==> config.mk <==
export PLATFORM = sky130hd
export DESIGN_NAME = dcache_inval_seq
export DESIGN_NICKNAME = d
export VERILOG_FILES = /design/src/rtl/dcache_inval_seq_pkg.sv /design/src/rtl/dcache_inval_seq.sv
export SDC_FILE = /design/constraint.sdc
export NUM_CORES = 1
export LEC_CHECK = 0
export BUFFER_PORTS_ARGS = -buffer_cell sky130_fd_sc_hd__buf_2
export CELL_PAD_IN_SITES_DETAIL_PLACEMENT = 1
export CELL_PAD_IN_SITES_GLOBAL_PLACEMENT = 1
export CORE_UTILIZATION = 29
export DETAILED_ROUTE_END_ITERATION = 10
export PLACE_DENSITY_LB_ADDON = 0.1
export SLEW_MARGIN = 20
export SYNTH_ARGS = -nofsm -noshare
export SYNTH_HDL_FRONTEND = slang
export SYNTH_SLANG_ARGS = --single-unit
export TNS_END_PERCENT = 20
==> constraint.sdc <==
create_clock -name clk_i -period 2.06 [get_ports clk_i]
set_input_delay 0.103 -clock clk_i [delete_from_list [all_inputs] [get_ports clk_i]]
set_output_delay 0.103 -clock clk_i [all_outputs]
set_load 0.005 [all_outputs]
==> src/rtl/dcache_inval_seq_pkg.sv <==
// dcache_inval_seq_pkg: shared L1 dcache geometry, invalidation FSM states and byte-enable helper
package dcache_inval_seq_pkg;
  localparam int DCACHE_NUM_WORDS = 256;
  localparam int DCACHE_SET_ASSOC = 8;
  localparam int DCACHE_INDEX_WIDTH = 12;
  localparam int DCACHE_BYTE_OFFSET = 4;
  localparam int DCACHE_MAX_WAYS = 32;
  typedef enum logic [1:0] {INV_IDLE, INV_WALK, INV_DONE} inval_state_e;
  // Widest possible expansion; callers cast down to 8*SET_ASSOC bits.
  function automatic logic [8*DCACHE_MAX_WAYS-1:0] way_mask_to_be(input logic [DCACHE_MAX_WAYS-1:0] mask);
    for (int i = 0; i < DCACHE_MAX_WAYS; i++) way_mask_to_be[8*i +: 8] = {8{mask[i]}};
  endfunction
endpackage

==> src/rtl/dcache_inval_seq.sv <==
// dcache_inval_seq: walks every dcache set clearing valid/dirty of the selected ways
module dcache_inval_seq import dcache_inval_seq_pkg::*; #(
  parameter int NUM_WORDS = DCACHE_NUM_WORDS,
  parameter int SET_ASSOC = DCACHE_SET_ASSOC,
  parameter int INDEX_WIDTH = DCACHE_INDEX_WIDTH,
  parameter int BYTE_OFFSET = DCACHE_BYTE_OFFSET,
  parameter bit INIT_ON_RESET = 1'b1
) (
  input  logic                   clk_i,
  input  logic                   rst_i,
  input  logic                   start_i,
  input  logic [SET_ASSOC-1:0]   way_mask_i,
  output logic [SET_ASSOC-1:0]   req_o,
  output logic [INDEX_WIDTH-1:0] addr_o,
  output logic                   we_o,
  output logic [8*SET_ASSOC-1:0] vldrty_be_o,
  output logic                   valid_o,
  output logic                   dirty_o,
  input  logic                   gnt_i,
  output logic                   busy_o,
  output logic                   done_o
);
  localparam int IW = $clog2(NUM_WORDS);
  localparam logic [IW-1:0] LAST = IW'(NUM_WORDS - 1);
  inval_state_e state_q, state_d;
  logic [SET_ASSOC-1:0] mask_q, mask_d;
  logic [IW-1:0] idx_q, idx_d;
  logic init_q, init_d;
  logic walk;
  always_ff @(posedge clk_i) begin
    if (rst_i) begin
      state_q <= INV_IDLE;
      mask_q <= '0;
      idx_q <= '0;
      init_q <= INIT_ON_RESET;
    end else begin
      state_q <= state_d;
      mask_q <= mask_d;
      idx_q <= idx_d;
      init_q <= init_d;
    end
  end
  always_comb begin
    state_d = state_q;
    mask_d = mask_q;
    idx_d = idx_q;
    init_d = init_q;
    case (state_q)
      INV_IDLE: begin
        if (init_q) begin
          state_d = INV_WALK;
          mask_d = '1;
          idx_d = '0;
          init_d = 1'b0;
        end else if (start_i) begin
          state_d = |way_mask_i ? INV_WALK : INV_DONE;
          mask_d = way_mask_i;
          idx_d = '0;
        end
      end
      INV_WALK: begin
        if (gnt_i) begin
          state_d = (idx_q == LAST) ? INV_DONE : INV_WALK;
          idx_d = (idx_q == LAST) ? idx_q : idx_q + 1'b1;
        end
      end
      INV_DONE: state_d = INV_IDLE;
      default: state_d = INV_IDLE;
    endcase
  end
  // Outputs decode straight from registered state, so they hold steady while gnt_i is low.
  assign walk = (state_q == INV_WALK);
  assign req_o = walk ? mask_q : '0;
  assign we_o = walk;
  assign addr_o = walk ? INDEX_WIDTH'({idx_q, {BYTE_OFFSET{1'b0}}}) : '0;
  assign vldrty_be_o = walk ? (8*SET_ASSOC)'(way_mask_to_be(DCACHE_MAX_WAYS'(mask_q))) : '0;
  assign valid_o = 1'b0;
  assign dirty_o = 1'b0;
  assign busy_o = walk;
  assign done_o = (state_q == INV_DONE);
endmodule

==> key figures, run 1 <==
Min path
  • Min-delay worst type: in -> reg
  • Hold path cells: 3
  • Hold Path Origin: way_mask_i[0]
  • Hold Path End: mask_q[0]$_SDFFE_PP0P_

Clock tree
  • Clock latency on the worst-skew pair: 270 ps
  • Clock transition at path regs: 80 ps
  • CTS Sinks: 19
  • Post_cts resized: 0
  • Hold buffers post-CTS: 0
  • Post-CTS Setup Bufs: 0
  • Num CTS Buffers: 3
  • CTS tree: yes
  • Clk buf depth: 2
  • # H-tree levels: 1
  • Clk root buf: clkbuf_8

Floorplanning
  • I/O pin cnt: 101
  • Die area: 5700 um2
  • Die Span Y: 75.5 um
  • Initial core utilization: 0.305
  • Row count: 26
  • Core area: 5140 um2
  • Overall die width: 75.5 um

Route
  • Met3 wire length: 277 um
  • DR vias/cell: 4.29
  • Metal2 WL: 1.67 mm
  • TritonRoute pass-1 iters: 4
  • DRC violations left: 0
  • Antenna-violating nets left: 0
  • DR top layer: met4
  • WL/cell: 11.9 um
  • DR vias: 1,297
  • DRT met1 WL: 1.63 mm
  • Wirelength, routed: 3.59 mm
  • Number of DRC markers in iteration 0: 25

Pwr
  • Pwr per Cell Area: 569 nW/um2
  • Peak supply drop: 412 uV
  • Leak: 0.938 nW
  • Total power: 0.945 mW

Outcome
  • Status: finished clean

Layout
  • Antenna cells: 0
  • Share of layout cells above drive strength 1: 0.466
  • Nets: 246
  • Layout Area Growth over Synthesis: 5.99%
  • Final Util: 0.323

Timing
  • Skew final: 3.33 ps
  • RSZ-0062 raised after global routing: no
  • Tcrit/Tclk final: 0.871
  • Max-slew violations: 0
  • Max Clock Freq: 557 MHz
  • Final setup violation count: 0
  • Final hold vios: 0
  • Fin Setup TNS: 0 ps
  • Tmin final: 1790 ps

Worst setup path
  • Worst r2r src: idx_q[0]$_SDFFE_PP0P_
  • CP Depth: 5
  • Crit path capture type: register
  • Worst path slowest cell: dfxtp_1
  • Worst-path maximum fanout: 10
  • WP buf/inv: 0
  • Crit Path Class: reg -> reg
  • Crit-path cells: ha_1 > and4_1 > and3_1 > o21ba_2 > nor3_1
  • CP Data Required Time: 2260 ps
  • Max stage delay on crit path: 450 ps
  • R2R cell count: 5
  • Worst setup SP type: register
  • CP delay by family, top: simple AND/OR/NAND/NOR gates
  • R2R Setup Slk: 270 ps
  • R2R Path End: state_q[1]$_SDFFE_PP0P_
  • Critical path data arrival time: 1990 ps

GRT
  • Largest net degree at the start of global routing: 20
  • First-pass GRT wire length: 5.33 mm
  • Antenna violations before repair: 0
  • Tot GR Track Use: 0.124
  • Vias in the first global route: 1,066
  • Grt ovf: 0

Yosys
  • Avg Synthesized Cell Area: 7.75 um2
  • Synth Instances: 202
  • Post-Syn Area: 1570 um2
  • Yosys warning count: 0
  • Post-synthesis sequential area ratio: 0.243
  • Seq cells post-synth: 19
  • Netlist cell types: 34

Run
  • Total of max-cap violations: 0

Placed design
  • I/O Buffers: 94
  • Post-DP HPWL: 2.78 mm
  • Routability cong.: 0.766
==> kinds of logic after synthesis <==
| family | Yosys count | synth area share |
|---|---|---|
| buffers and inverters | 82 | 0.376 |
| AND/OR/NAND/NOR | 69 | 0.236 |
| AO/OA/AOI/OAI | 30 | 0.134 |
| flip-flops | 19 | 0.243 |
| adder cells (fa/ha/maj) | 1 | 0.00799 |
| other | 1 | 0.00239 |
==> stage by stage <==
stage / setup slack [ps] / cells / instance area, um2 / hold WS [ps]
floorplan: 454 / 207 / 1590 / 291
CTS: 268 / 302 / 1660 / 130
finish: 265 / 302 / 1660 / 132
global placement: 319 / 298 / 1610 / 422
global route: 81.5 / 302 / 1660 / 148
detailed placement: 291 / 298 / 1610 / 427
==> worst max-delay path by stage <==
stage | slack, ps | to | from
detailed placement | 290 | state_q[1]$_SDFFE_PP0P_ | idx_q[0]$_SDFFE_PP0P_
CTS | 270 | state_q[1]$_SDFFE_PP0P_ | idx_q[0]$_SDFFE_PP0P_
floorplan | 450 | idx_q[7]$_SDFFE_PP0P_ | idx_q[0]$_SDFFE_PP0P_
finish | 270 | state_q[1]$_SDFFE_PP0P_ | idx_q[0]$_SDFFE_PP0P_
global route | 80 | idx_q[0]$_SDFFE_PP0P_ | idx_q[0]$_SDFFE_PP0P_
global placement | 320 | state_q[1]$_SDFFE_PP0P_ | idx_q[0]$_SDFFE_PP0P_
==> worst min-delay path: cells and delay by family <==
kind | cells | cell delay, ps
buffers and inverters | 1 | 110
AND/OR/NAND/NOR | 1 | 80
AO/OA/AOI/OAI | 1 | 70
==> cell usage in the layout (no fill, tap or decap) <==
master / n
buf_2: 94
nor4_1: 1
clkbuf_8: 3
o31ai_1: 4
and3_1: 2
a211o_1: 1
nor2b_1: 3
nor2_1: 23
o21a_1: 1
o21ai_0: 3
a211oi_1: 9
o41ai_1: 1
a21oi_2: 1
a21oi_1: 5
nor3_1: 2
conb_1: 6
o21ba_2: 1
or4_1: 1
nand3_1: 5
and4_1: 2
or3b_1: 1
clkinv_2: 1
dfxtp_1: 19
buf_4: 7
ha_1: 1
nor3_2: 1
o311ai_1: 1
a31oi_1: 2
nand3b_1: 3
and4b_1: 1
and2_1: 18
a22oi_1: 1
inv_1: 2
nand2_1: 6
==> registers in the layout (all words and copies together) (netlist names) <==
signal / cells
state_q: 2
idx_q: 8
init_q: 1
mask_q: 8
==> layer usage <==
layer | up-vias | track usage
met5 | - | 0
met4 | 0 | 0.0185
met3 | 2 | 0.0357
met2 | 53 | 0.215
met1 | 586 | 0.156
li1 | 656 | -
==> cell type report <==
cell class	instances	area (um2)
Inverter	2	7.51
Clock buffer	3	41.3
Tap cell	70	87.6
Fill cell	669	3480
Timing Repair Buffer	101	523
Sequential cell	19	380
Multi-Input combinational cell	106	616
Clock inverter	1	5.00
==> power breakdown <==
group / internal, mW / switching, mW
logic: 0.120 / 0.139
clock network: 0.135 / 0.147
registers: 0.390 / 0.0130
==> synthesized netlist by cell type <==
cell type,n,share of area
buf_4,72,0.35
nor2_1,23,0.055
dfxtp_1,19,0.24
and2_1,18,0.072
a211oi_1,9,0.043
nand2_1,6,0.014
a21oi_1,5,0.016
nand3_1,5,0.016
clkbuf_1,4,0.0096
o31ai_1,4,0.019
buf_2,3,0.0096
nand3b_1,3,0.014
nor2b_1,3,0.012
o21ai_0,3,0.0096
a31oi_1,2,0.0080
and3_1,2,0.0080
and4_1,2,0.011
inv_1,2,0.0048
nor3_1,2,0.0064
a211o_1,1,0.0056
a21oi_2,1,0.0056
a22oi_1,1,0.0048
and4b_1,1,0.0064
buf_6,1,0.0072
conb_1,1,0.0024
ha_1,1,0.0080
nor3_2,1,0.0064
nor4_1,1,0.0040
o21a_1,1,0.0048
o21ba_2,1,0.0064
o311ai_1,1,0.0056
o41ai_1,1,0.0056
or3b_1,1,0.0056
or4_1,1,0.0048
No activity file was read; power rests on OpenSTA's default activity.
==> run 2: changes to the inputs <==
BUFFER_PORTS_ARGS = -buffer_cell sky130_fd_sc_hd__clkbuf_2   (was -buffer_cell sky130_fd_sc_hd__buf_2)
==> run 2 against run 1 <==
  * Clock power is essentially flat
  * First-iteration DRC count grew 72%
  * Sequential share of layout area is the same
  * Combinational power is essentially flat
  * Register-to-register slack is essentially flat
  * Hold slack lost 13 ps
  * Power is essentially flat
  * Critical endpoint is now vldrty_be_o[59]
  * Largest cell class unchanged
  * Highest routed layer unchanged
==> key figures, run 2 (synthesis gave the netlist of run 1 again) <==
Placed design
  • Routability cong.: 0.757 (-1.2%)
  • Post-DP HPWL: 2.77 mm (-0.61%)
  • I/O Buffers: 94 (unchanged)
  • Cell Count Post-Placement: 298 (unchanged)
  • Setup WS pre-CTS: 261 ps (-30.2 ps)

GRT
  • Vias in the first global route: 1,076 (+0.94%)
  • Tot GR Track Use: 0.129 (+0.00535)
  • Antenna violations before repair: 0 (unchanged)
  • First-pass GRT wire length: 5.55 mm (+4.0%)
  • Grt ovf: 0 (unchanged)
  • Largest net degree at the start of global routing: 20 (unchanged)

Worst setup path
  • Worst setup SP type: register
  • Worst r2r src: idx_q[0]$_SDFFE_PP0P_
  • R2R Setup Slk: 260 ps (about the same)
  • Crit Path Class: reg -> out
  • CP Data Required Time: 1960 ps (-300 ps)
  • R2R Path End: state_q[1]$_SDFFE_PP0P_
  • Worst-path maximum fanout: 17 (+7)
  • R2R cell count: 5 (unchanged)
  • Crit path capture type: primary output
  • Critical path data arrival time: 1700 ps (-290 ps)

Timing
  • Fin Setup TNS: 0 ps (unchanged)
  • Skew final: 1.69 ps (-1.64 ps)
  • RSZ-0062 raised after global routing: no
  • Tcrit/Tclk final: 0.876 (+0.00482)
  • Max Clock Freq: 554 MHz (-0.55%)
  • Final worst slack: 255 ps (-9.93 ps)
  • Tmin final: 1800 ps (+9.93 ps)
  • Final setup violation count: 0 (unchanged)
  • Max-slew violations: 0 (unchanged)
  • Final hold vios: 0 (unchanged)

Min path
  • Min-delay worst type: in -> reg
  • Hold Path End: mask_q[3]$_SDFFE_PP0P_
  • Hold path cells: 3 (unchanged)
  • Hold Path Origin: way_mask_i[3]

Clock tree
  • Num CTS Buffers: 3 (unchanged)
  • Clk buf depth: 2 (unchanged)
  • CTS tree: yes
  • Post_cts resized: 0 (unchanged)
  • Clk root buf: clkbuf_8
  • CTS Sinks: 19 (unchanged)
  • # H-tree levels: 1 (unchanged)
  • Hold buffers post-CTS: 0 (unchanged)
  • Clock latency on the worst-skew pair: 260 ps (about the same)
  • Clock transition at path regs: 80 ps (about the same)
  • Post-CTS Setup Bufs: 0 (unchanged)

Layout
  • Final Util: 0.323 (unchanged)
  • Commonest non-fill, non-tap cell in the layout: clkbuf_2
  • Layout Area Growth over Synthesis: 5.99% (unchanged)
  • Post-Layout Cell Count: 302 (unchanged)
  • Share of layout cells above drive strength 1: 0.466 (unchanged)
  • Most frequent cells in the layout: clkbuf_2, nor2_1, dfxtp_1
  • FILL cells: 668 (-0.15%)
  • Antenna cells: 0 (unchanged)
  • Multi-input logic area: 616 um2 (unchanged)
  • Largest regs: idx_q x8, mask_q x8, state_q x2
  • Register area: 380 um2 (unchanged)
  • Nets: 246 (unchanged)

Floorplanning
  • Core area: 5140 um2 (unchanged)
  • Overall die width: 75.5 um (unchanged)
  • Row count: 26 (unchanged)
  • Die area: 5700 um2 (unchanged)
  • I/O pin cnt: 101 (unchanged)
  • Die Span Y: 75.5 um (unchanged)
  • Initial core utilization: 0.305 (unchanged)

Run
  • Total of max-cap violations: 0 (unchanged)

Pwr
  • Leak: 0.880 nW (-6.1%)
  • Total power: 0.945 mW (about the same)
  • Peak supply drop: 264 uV (-36%)
  • Pwr per Cell Area: 569 nW/um2 (about the same)

Route
  • Antenna-violating nets left: 0 (unchanged)
  • TritonRoute pass-1 iters: 3 (-1)
  • DRC violations left: 0 (unchanged)
  • Wirelength, routed: 3.62 mm (+0.75%)
  • Number of DRC markers in iteration 0: 43 (+72%)
  • WL/cell: 12.0 um (+0.75%)
  • DR vias/cell: 4.38 (+2.1%)
  • DR vias: 1,324 (+2.1%)

Outcome
  • Status: finished clean
-- run 2: through the flow --
step	cell area, um2	hold WS, ps
after CTS	1660	114
final	1660	119
after global placement	1610	409
after detailed placement	1610	404
after floorplan	1590	291
after global routing	1660	143
-- run 2: layout make-up --
class,count,share of cell area
Sequential cell,19,0.229
Multi-Input combinational cell,106,0.371
Inverter,2,0.00452
Timing Repair Buffer,101,0.315
Clock buffer,3,0.0249
Tap cell,70,0.0528
Clock inverter,1,0.00301
-- run 2: worst max path at each step --
stage	start	to	depth (start not counted)
floorplan	idx_q[0]$_SDFFE_PP0P_	idx_q[7]$_SDFFE_PP0P_	5
detailed placement	idx_q[0]$_SDFFE_PP0P_	state_q[1]$_SDFFE_PP0P_	5
finish	state_q[0]$_SDFFE_PP0P_	vldrty_be_o[59]	5
CTS	state_q[0]$_SDFFE_PP0P_	vldrty_be_o[30]	5
global placement	idx_q[0]$_SDFFE_PP0P_	state_q[1]$_SDFFE_PP0P_	5
global route	state_q[0]$_SDFFE_PP0P_	vldrty_be_o[28]	5
-- run 2: power by group --
group	switching (mW)	leakage, nW	total [mW]	internal (mW)
combinational	0.143	0.698	0.262	0.119
clock	0.145	0.0255	0.280	0.135
sequential	0.0131	0.156	0.404	0.390
-- run 2: worst max-delay path, cell delays in order, from the launching register on --
cell and delay, ps:
dfxtp_1 390, buf_4 180, nor2b_1 180, buf_4 230, and2_1 290, clkbuf_2 170
-- run 2: metal layers --
| layer | routed length, um | track usage | vias to the layer above |
|---|---|---|---|
| met1 | 1620 | 0.170 | 610 |
| li1 | - | - | 660 |
| met3 | 263 | 0.0384 | 2 |
| met5 | 0 | 0 | - |
| met4 | 17 | 0.0247 | 0 |
| met2 | 1720 | 0.212 | 52 |
